===== config.mk =====
export PLATFORM = sky130hd
export DESIGN_NAME = px_out_packer
export DESIGN_NICKNAME = d
export VERILOG_FILES = /design/src/rtl/sobel_pkg.sv /design/src/rtl/px_word_fifo.sv /design/src/rtl/px_out_packer.sv
export SDC_FILE = /design/constraint.sdc
export NUM_CORES = 1
export LEC_CHECK = 0
export CORE_ASPECT_RATIO = 1.25
export CORE_UTILIZATION = 53
export CTS_CLUSTER_DIAMETER = 200
export DETAILED_ROUTE_END_ITERATION = 10
export PLACE_DENSITY_LB_ADDON = 0.1
export SLEW_MARGIN = 15
export SYNTH_ARGS = -nofsm -noshare
export SYNTH_HDL_FRONTEND = slang
export SYNTH_SLANG_ARGS = --single-unit

===== constraint.sdc =====
create_clock -name clk_i -period 2.95 [get_ports clk_i]
set_input_delay 0.59 -clock clk_i [delete_from_list [all_inputs] [get_ports clk_i]]
set_output_delay 0.59 -clock clk_i [all_outputs]
set_load 0.005 [all_outputs]

===== src/rtl/sobel_pkg.sv =====
// rtl/sobel_pkg.sv - shared sobel widths and packer state encoding
package sobel_pkg;

  localparam int PIXEL_WIDTH_OUT = 8;
  localparam int WORD_WIDTH      = 4 * PIXEL_WIDTH_OUT;
  // One FIFO entry: {last, bytes[2:0], word}
  localparam int PACK_ENTRY_W    = WORD_WIDTH + 4;

  typedef enum logic [1:0] {
    ST_IDLE  = 2'd0,
    ST_PACK  = 2'd1,
    ST_FLUSH = 2'd2,
    ST_DRAIN = 2'd3
  } pack_state_e;

endpackage


===== src/rtl/px_word_fifo.sv =====
// rtl/px_word_fifo.sv - first-word-fall-through FIFO for packed words
module px_word_fifo #(
  parameter int DEPTH = 4,
  parameter int WIDTH = 36
) (
  input  logic             clk_i,
  input  logic             nreset_i,
  input  logic             push_i,
  input  logic [WIDTH-1:0] push_data_i,
  input  logic             pop_i,
  output logic [WIDTH-1:0] pop_data_o,
  output logic             empty_o,
  output logic             full_o
);

  localparam int AW = $clog2(DEPTH);

  logic [WIDTH-1:0] mem [DEPTH];
  logic [AW-1:0]    wr_ptr;
  logic [AW-1:0]    rd_ptr;
  logic [AW:0]      count;
  logic             do_push;
  logic             do_pop;

  // Fullness comes from the registered count only, so a pop in the same
  // cycle never makes room for a push.
  assign empty_o    = (count == '0);
  assign full_o     = (count == (AW+1)'(DEPTH));
  assign do_push    = push_i && !full_o;
  assign do_pop     = pop_i && !empty_o;
  assign pop_data_o = mem[rd_ptr];

  // Storage array; contents are don't-care until pointed at by a valid entry
  always_ff @(posedge clk_i) begin
    if (do_push) mem[wr_ptr] <= push_data_i;
  end

  // Pointers wrap naturally because DEPTH is a power of two
  always_ff @(posedge clk_i or negedge nreset_i) begin
    if (!nreset_i) begin
      wr_ptr <= '0;
      rd_ptr <= '0;
      count  <= '0;
    end else begin
      if (do_push) wr_ptr <= wr_ptr + 1'b1;
      if (do_pop)  rd_ptr <= rd_ptr + 1'b1;
      case ({do_push, do_pop})
        2'b10:   count <= count + 1'b1;
        2'b01:   count <= count - 1'b1;
        default: count <= count;
      endcase
    end
  end

endmodule


===== src/rtl/px_out_packer.sv =====
// rtl/px_out_packer.sv - packs processed pixels into 32-bit words with frame flush
module px_out_packer
  import sobel_pkg::*;
#(
  parameter int FIFO_DEPTH = 4
) (
  input  logic                       clk_i,
  input  logic                       nreset_i,
  input  logic                       start_i,
  input  logic                       finish_i,
  input  logic                       px_valid_i,
  input  logic [PIXEL_WIDTH_OUT-1:0] px_data_i,
  input  logic                       word_ready_i,
  output logic [WORD_WIDTH-1:0]      word_o,
  output logic                       word_valid_o,
  output logic [2:0]                 word_bytes_o,
  output logic                       word_last_o,
  output logic [15:0]                px_count_o,
  output logic                       overflow_o,
  output logic                       busy_o,
  output logic                       done_o
);

  pack_state_e             state_q, state_d;
  logic [WORD_WIDTH-1:0]   acc_q, acc_wr;
  logic [2:0]              fill_q, fill_inc;
  logic                    px_take;
  logic                    word_complete;
  logic                    flush_push;
  logic                    fifo_push;
  logic [PACK_ENTRY_W-1:0] fifo_wdata;
  logic [PACK_ENTRY_W-1:0] fifo_head;
  logic                    fifo_empty;
  logic                    fifo_full;
  logic                    fifo_pop;

  // fill_q counts lanes 0..4 so a flush can report a full word when the
  // fourth pixel arrives together with finish_i.
  assign px_take       = (state_q == ST_PACK) && px_valid_i;
  assign fill_inc      = fill_q + 3'd1;
  assign word_complete = px_take && (fill_inc == 3'd4) && !finish_i;
  assign flush_push    = (state_q == ST_FLUSH) && !fifo_full;
  assign fifo_push     = word_complete || flush_push;
  assign fifo_wdata    = flush_push ? {1'b1, fill_q, acc_q} : {1'b0, 3'd4, acc_wr};

  // Accumulator with the incoming pixel dropped into the current lane
  always_comb begin
    acc_wr = acc_q;
    acc_wr[{fill_q[1:0], 3'b000} +: PIXEL_WIDTH_OUT] = px_data_i;
  end

  // State register
  always_ff @(posedge clk_i or negedge nreset_i) begin
    if (!nreset_i) state_q <= ST_IDLE;
    else           state_q <= state_d;
  end

  // Next-state logic
  always_comb begin
    state_d = state_q;
    case (state_q)
      ST_IDLE:  if (start_i) state_d = ST_PACK;
      ST_PACK:  if (finish_i) state_d = ST_FLUSH;
      ST_FLUSH: if (!fifo_full) state_d = ST_DRAIN;
      ST_DRAIN: if (fifo_pop && fifo_head[PACK_ENTRY_W-1]) state_d = ST_IDLE;
      default:  state_d = ST_IDLE;
    endcase
  end

  // Lane accumulation, pixel counting and sticky overflow
  always_ff @(posedge clk_i or negedge nreset_i) begin
    if (!nreset_i) begin
      acc_q      <= '0;
      fill_q     <= '0;
      px_count_o <= '0;
      overflow_o <= 1'b0;
    end else begin
      case (state_q)
        ST_IDLE: begin
          if (start_i) begin
            acc_q      <= '0;
            fill_q     <= '0;
            px_count_o <= '0;
            overflow_o <= 1'b0;
          end
        end
        ST_PACK: begin
          if (px_take) begin
            if (px_count_o != 16'hFFFF) px_count_o <= px_count_o + 16'd1;
            if (word_complete) begin
              acc_q  <= '0;
              fill_q <= '0;
              if (fifo_full) overflow_o <= 1'b1;
            end else begin
              acc_q  <= acc_wr;
              fill_q <= fill_inc;
            end
          end
        end
        ST_FLUSH: begin
          if (flush_push) begin
            acc_q  <= '0;
            fill_q <= '0;
          end
        end
        default: ;
      endcase
    end
  end

  px_word_fifo #(
    .DEPTH (FIFO_DEPTH),
    .WIDTH (PACK_ENTRY_W)
  ) u_fifo (
    .clk_i       (clk_i),
    .nreset_i    (nreset_i),
    .push_i      (fifo_push),
    .push_data_i (fifo_wdata),
    .pop_i       (fifo_pop),
    .pop_data_o  (fifo_head),
    .empty_o     (fifo_empty),
    .full_o      (fifo_full)
  );

  // Head fields are masked while empty so stale storage never reaches outputs
  assign word_valid_o = !fifo_empty;
  assign fifo_pop     = word_valid_o && word_ready_i;
  assign word_o       = fifo_empty ? '0 : fifo_head[WORD_WIDTH-1:0];
  assign word_bytes_o = fifo_empty ? '0 : fifo_head[WORD_WIDTH+2:WORD_WIDTH];
  assign word_last_o  = fifo_empty ? 1'b0 : fifo_head[PACK_ENTRY_W-1];
  assign busy_o       = (state_q != ST_IDLE);
  assign done_o       = (state_q == ST_DRAIN) && fifo_pop && fifo_head[PACK_ENTRY_W-1];

endmodule


==> impl_metrics.yaml <==
power_and_ir_drop:
  p_leak_nw: 3.993
  power_density_mw_per_mm2: 979.7
  peakVddDrop_mv: 0.6958
  total_power_w: 0.01039
route:
  drt-initial-drc-count: 309
  drt-total-wl_um: 18220
  detail_route.first_pass.iterations: 5
  antenna_left: 0
  dr_total_vias: 5217
  drc: 0
  avgRoutedWirePerCell_um: 20.87
  viasPerCell: 5.976
sta:
  slew_headroom_pct: 48.99
  finalCriticalPeriod_ns: 2.892
  worst_slack_ns: 0.05809
  rsz0062_at_grt: "no"
  slew_violations: 0
  setup_tns_ns: 0
  tightest_slew_ns: 0.7652
  clock.fmax_mhz: 345.8
  fin_crit_sh_pct: 98.03
  setup-violations-final: 0
  skew_ns: 0.01040
  hold_viol: 0
critical_path:
  cp.arrival_ns: 2.30
  critPathBufInv: 2
  critical_path.cell_chain: "buf_8, mux4_2, and2_1, clkdlybuf4s50_1"
  crit_type: "reg -> out"
  crit_fanout: 9
  critPathMaxStageDelay_ns: 0.51
  cpLargestDelayFamily: "buffers and inverters"
  endpoint_kind: "output port"
  slowest_stage: "mux4_2"
  cp.required_ns: 2.36
  worstSetupStartpointType: "register"
placement:
  dp_cells: 836
  gp_congestion: 0.8699
  hpwl_um: 12010
  place_worst_setup_slack_ns: 0.3261
  numPortBuffers: 69
clock_tree:
  worstSkewPairLatency_ns: 0.48
  cts-root-buf: "clkbuf_16"
  clk_pin_slew_ns: 0.07
  tritoncts.num_buffers: 20
  h-tree-depth: 1
  cts_buffer_depth: 3
  cts_tree: "yes"
  cts.sinks: 205
run:
  drv_cap: 0
layout:
  multiInputGateArea_sq_mm: 0.002904
  mostFrequentLayoutCell: "edfxtp_1"
  layout-drive-gt1-share_pct: 16.89
  fin_cells: 873
  regArea_sq_mm: 0.005852
  n_antenna_cell: 0
  area_delta_synth_final_pct: 18.84
  final_cell_mix: "edfxtp_1, clkdlybuf4s50_1, a22o_1"
  layout.nets: 676
  num-fill-cells: 1160
global_routing:
  grt_max_degree: 33
  antenna_found_initial: 0
  grt_usage_pct: 21.66
  grt-ovfl-total: 0
  grt_pass1_vias: 5373
  grt_pass1_wl_um: 29190
floorplanning:
  ios: 70
  core-area_sq_mm: 0.01633
  fp.dieW_um: 118.1
  dieArea_sq_mm: 0.01737
  rows: 52
  start_util_pct: 54.66
  die_y_um: 147.1
logic_synthesis:
  synth-seq-cells: 205
  postSynth.topFlopCell: "edfxtp_1"
  synth_edf_count: 144
  synth_seq_area_share_pct: 65.55
  synthArstFlopShare_pct: 29.76
  netlist_area_sq_mm: 0.008926
  yosysWarnings: 0
  syn_inst: 557
  synth_area_per_cell_sq_um: 16.03
  synth_nets: 590
  synthDistinctLibCells: 58
hold_path:
  hold_path.class: "in -> async"
outcome:
  status: "finished, final reports clean"
==> Yosys cell counts (3+ instances only) <==
cell	number	area, sq um
edfxtp_1	144	4324
a22o_1	64	560.5
dfrtp_1	61	1526
and2_1	40	250.2
mux4_2	36	810.8
nand2_1	22	82.58
ha_1	18	225.2
nor2_1	16	60.06
inv_1	15	56.30
nand3_1	14	70.07
o21ai_0	11	55.05
buf_1	9	33.78
a31oi_1	8	50.05
buf_2	8	40.04
clkbuf_1	8	30.03
or3_1	6	37.54
o31ai_1	5	37.54
and3_1	4	25.02
nor3_1	4	20.02
nor3_4	4	65.06
o21ai_2	4	35.03
a211o_1	3	26.28
nand4_1	3	18.77
nor2_2	3	18.77
xnor2_1	3	26.28
xor2_1	3	26.28
==> power by group <==
part | internal, W | leakage [nW] | switching [W]
sequential | 0.00374 | 2.19 | 0.000225
clock | 0.00141 | 0.305 | 0.00103
combinational | 0.00198 | 1.50 | 0.00200
==> metal layers <==
| layer | wire, um | part of all wire, % | up-vias | global-route usage [%] |
|---|---|---|---|---|
| li1 | - | - | 2372 | - |
| met2 | 9116 | 50 | 150 | 37.03 |
| met4 | 306 | 1.7 | 0 | 5.962 |
| met1 | 7838 | 43 | 2671 | 29.21 |
| met5 | 0 | 0 | - | 0 |
| met3 | 958 | 5.3 | 24 | 3.067 |
==> cell families (layout without fill, tap and decap cells) <==
group                      after synthesis  in the layout  share of synthesized area, %
xor gates and xnor gates                 6              6                        0.5888
adders and majority gates               19             19                         2.747
muxes                                   39             39                         9.448
AOI/OAI and AO/OA                      110            110                         10.26
and+or+nand+nor                        137            137                         9.490
buffers and inverters                   41            141                         1.920
DFF                                    205            205                         65.55
==> final cells by class <==
cell class,count,area share [%]
Clock inverter,5,0.3067
Clock buffer,31,5.685
Multi-Input combinational cell,311,27.38
Sequential cell,205,55.17
Timing Repair Buffer,90,8.386
Inverter,15,0.5308
Tap cell,216,2.548
==> worst paths after layout <==
| kind | from | end | slack [ns] | cells after the start |
|---|---|---|---|---|
| max | u_fifo.rd_ptr[0] | word_bytes_o[2] | 0.06 | 4 |
| min | nreset_i | u_fifo.count[1] | 0.17 | 1 |
| max reg2reg | state_q[0] | u_fifo.mem[3][2] | 0.50 | 6 |
| min reg2reg | fill_q[2] | fill_q[2] | 0.48 | 2 |
| max in group asynchronous | nreset_i | overflow_o | 2.14 | 2 |
| min in group clk_i | fill_q[2] | fill_q[2] | 0.48 | 2 |
==> through the flow <==
stage | utilization, % | hold WS [ns] | area [sq um]
6_report | 64.96 | 0.1710 | 10610
2_1_floorplan | - | 0.2944 | 8926
3_3_place_gp | 60.89 | 0.4622 | 9943
3_5_place_dp | 60.89 | 0.4657 | 9943
4_1_cts | 64.84 | 0.1829 | 10590
5_1_grt | 64.96 | 0.2346 | 10610
==> what timing repair did <==
action,4_1_cts,5_1_grt
hold buffers,0,0
resized for setup,4,3
setup endpoints to repair,16,11
pin swaps,0,0
buffers inserted,0,1
==> worst register-to-register path: stages, from the launching register on <==
cell     delay (ns)
dfrtp_1        0.42
inv_1          0.14
ha_1           0.33
or2b_2         0.41
inv_1          0.31
nor2_1         0.23
a22o_1         0.34
==> flip-flops by register name, indices dropped and copies added, names as in the netlist <==
name / flops
u_fifo.mem: 144
acc_q: 32
px_count_o: 16
fill_q: 3
u_fifo.count: 3
state_q: 2
u_fifo.rd_ptr: 2
u_fifo.wr_ptr: 2
overflow_o: 1
No activity file was read; power rests on OpenSTA's default activity.
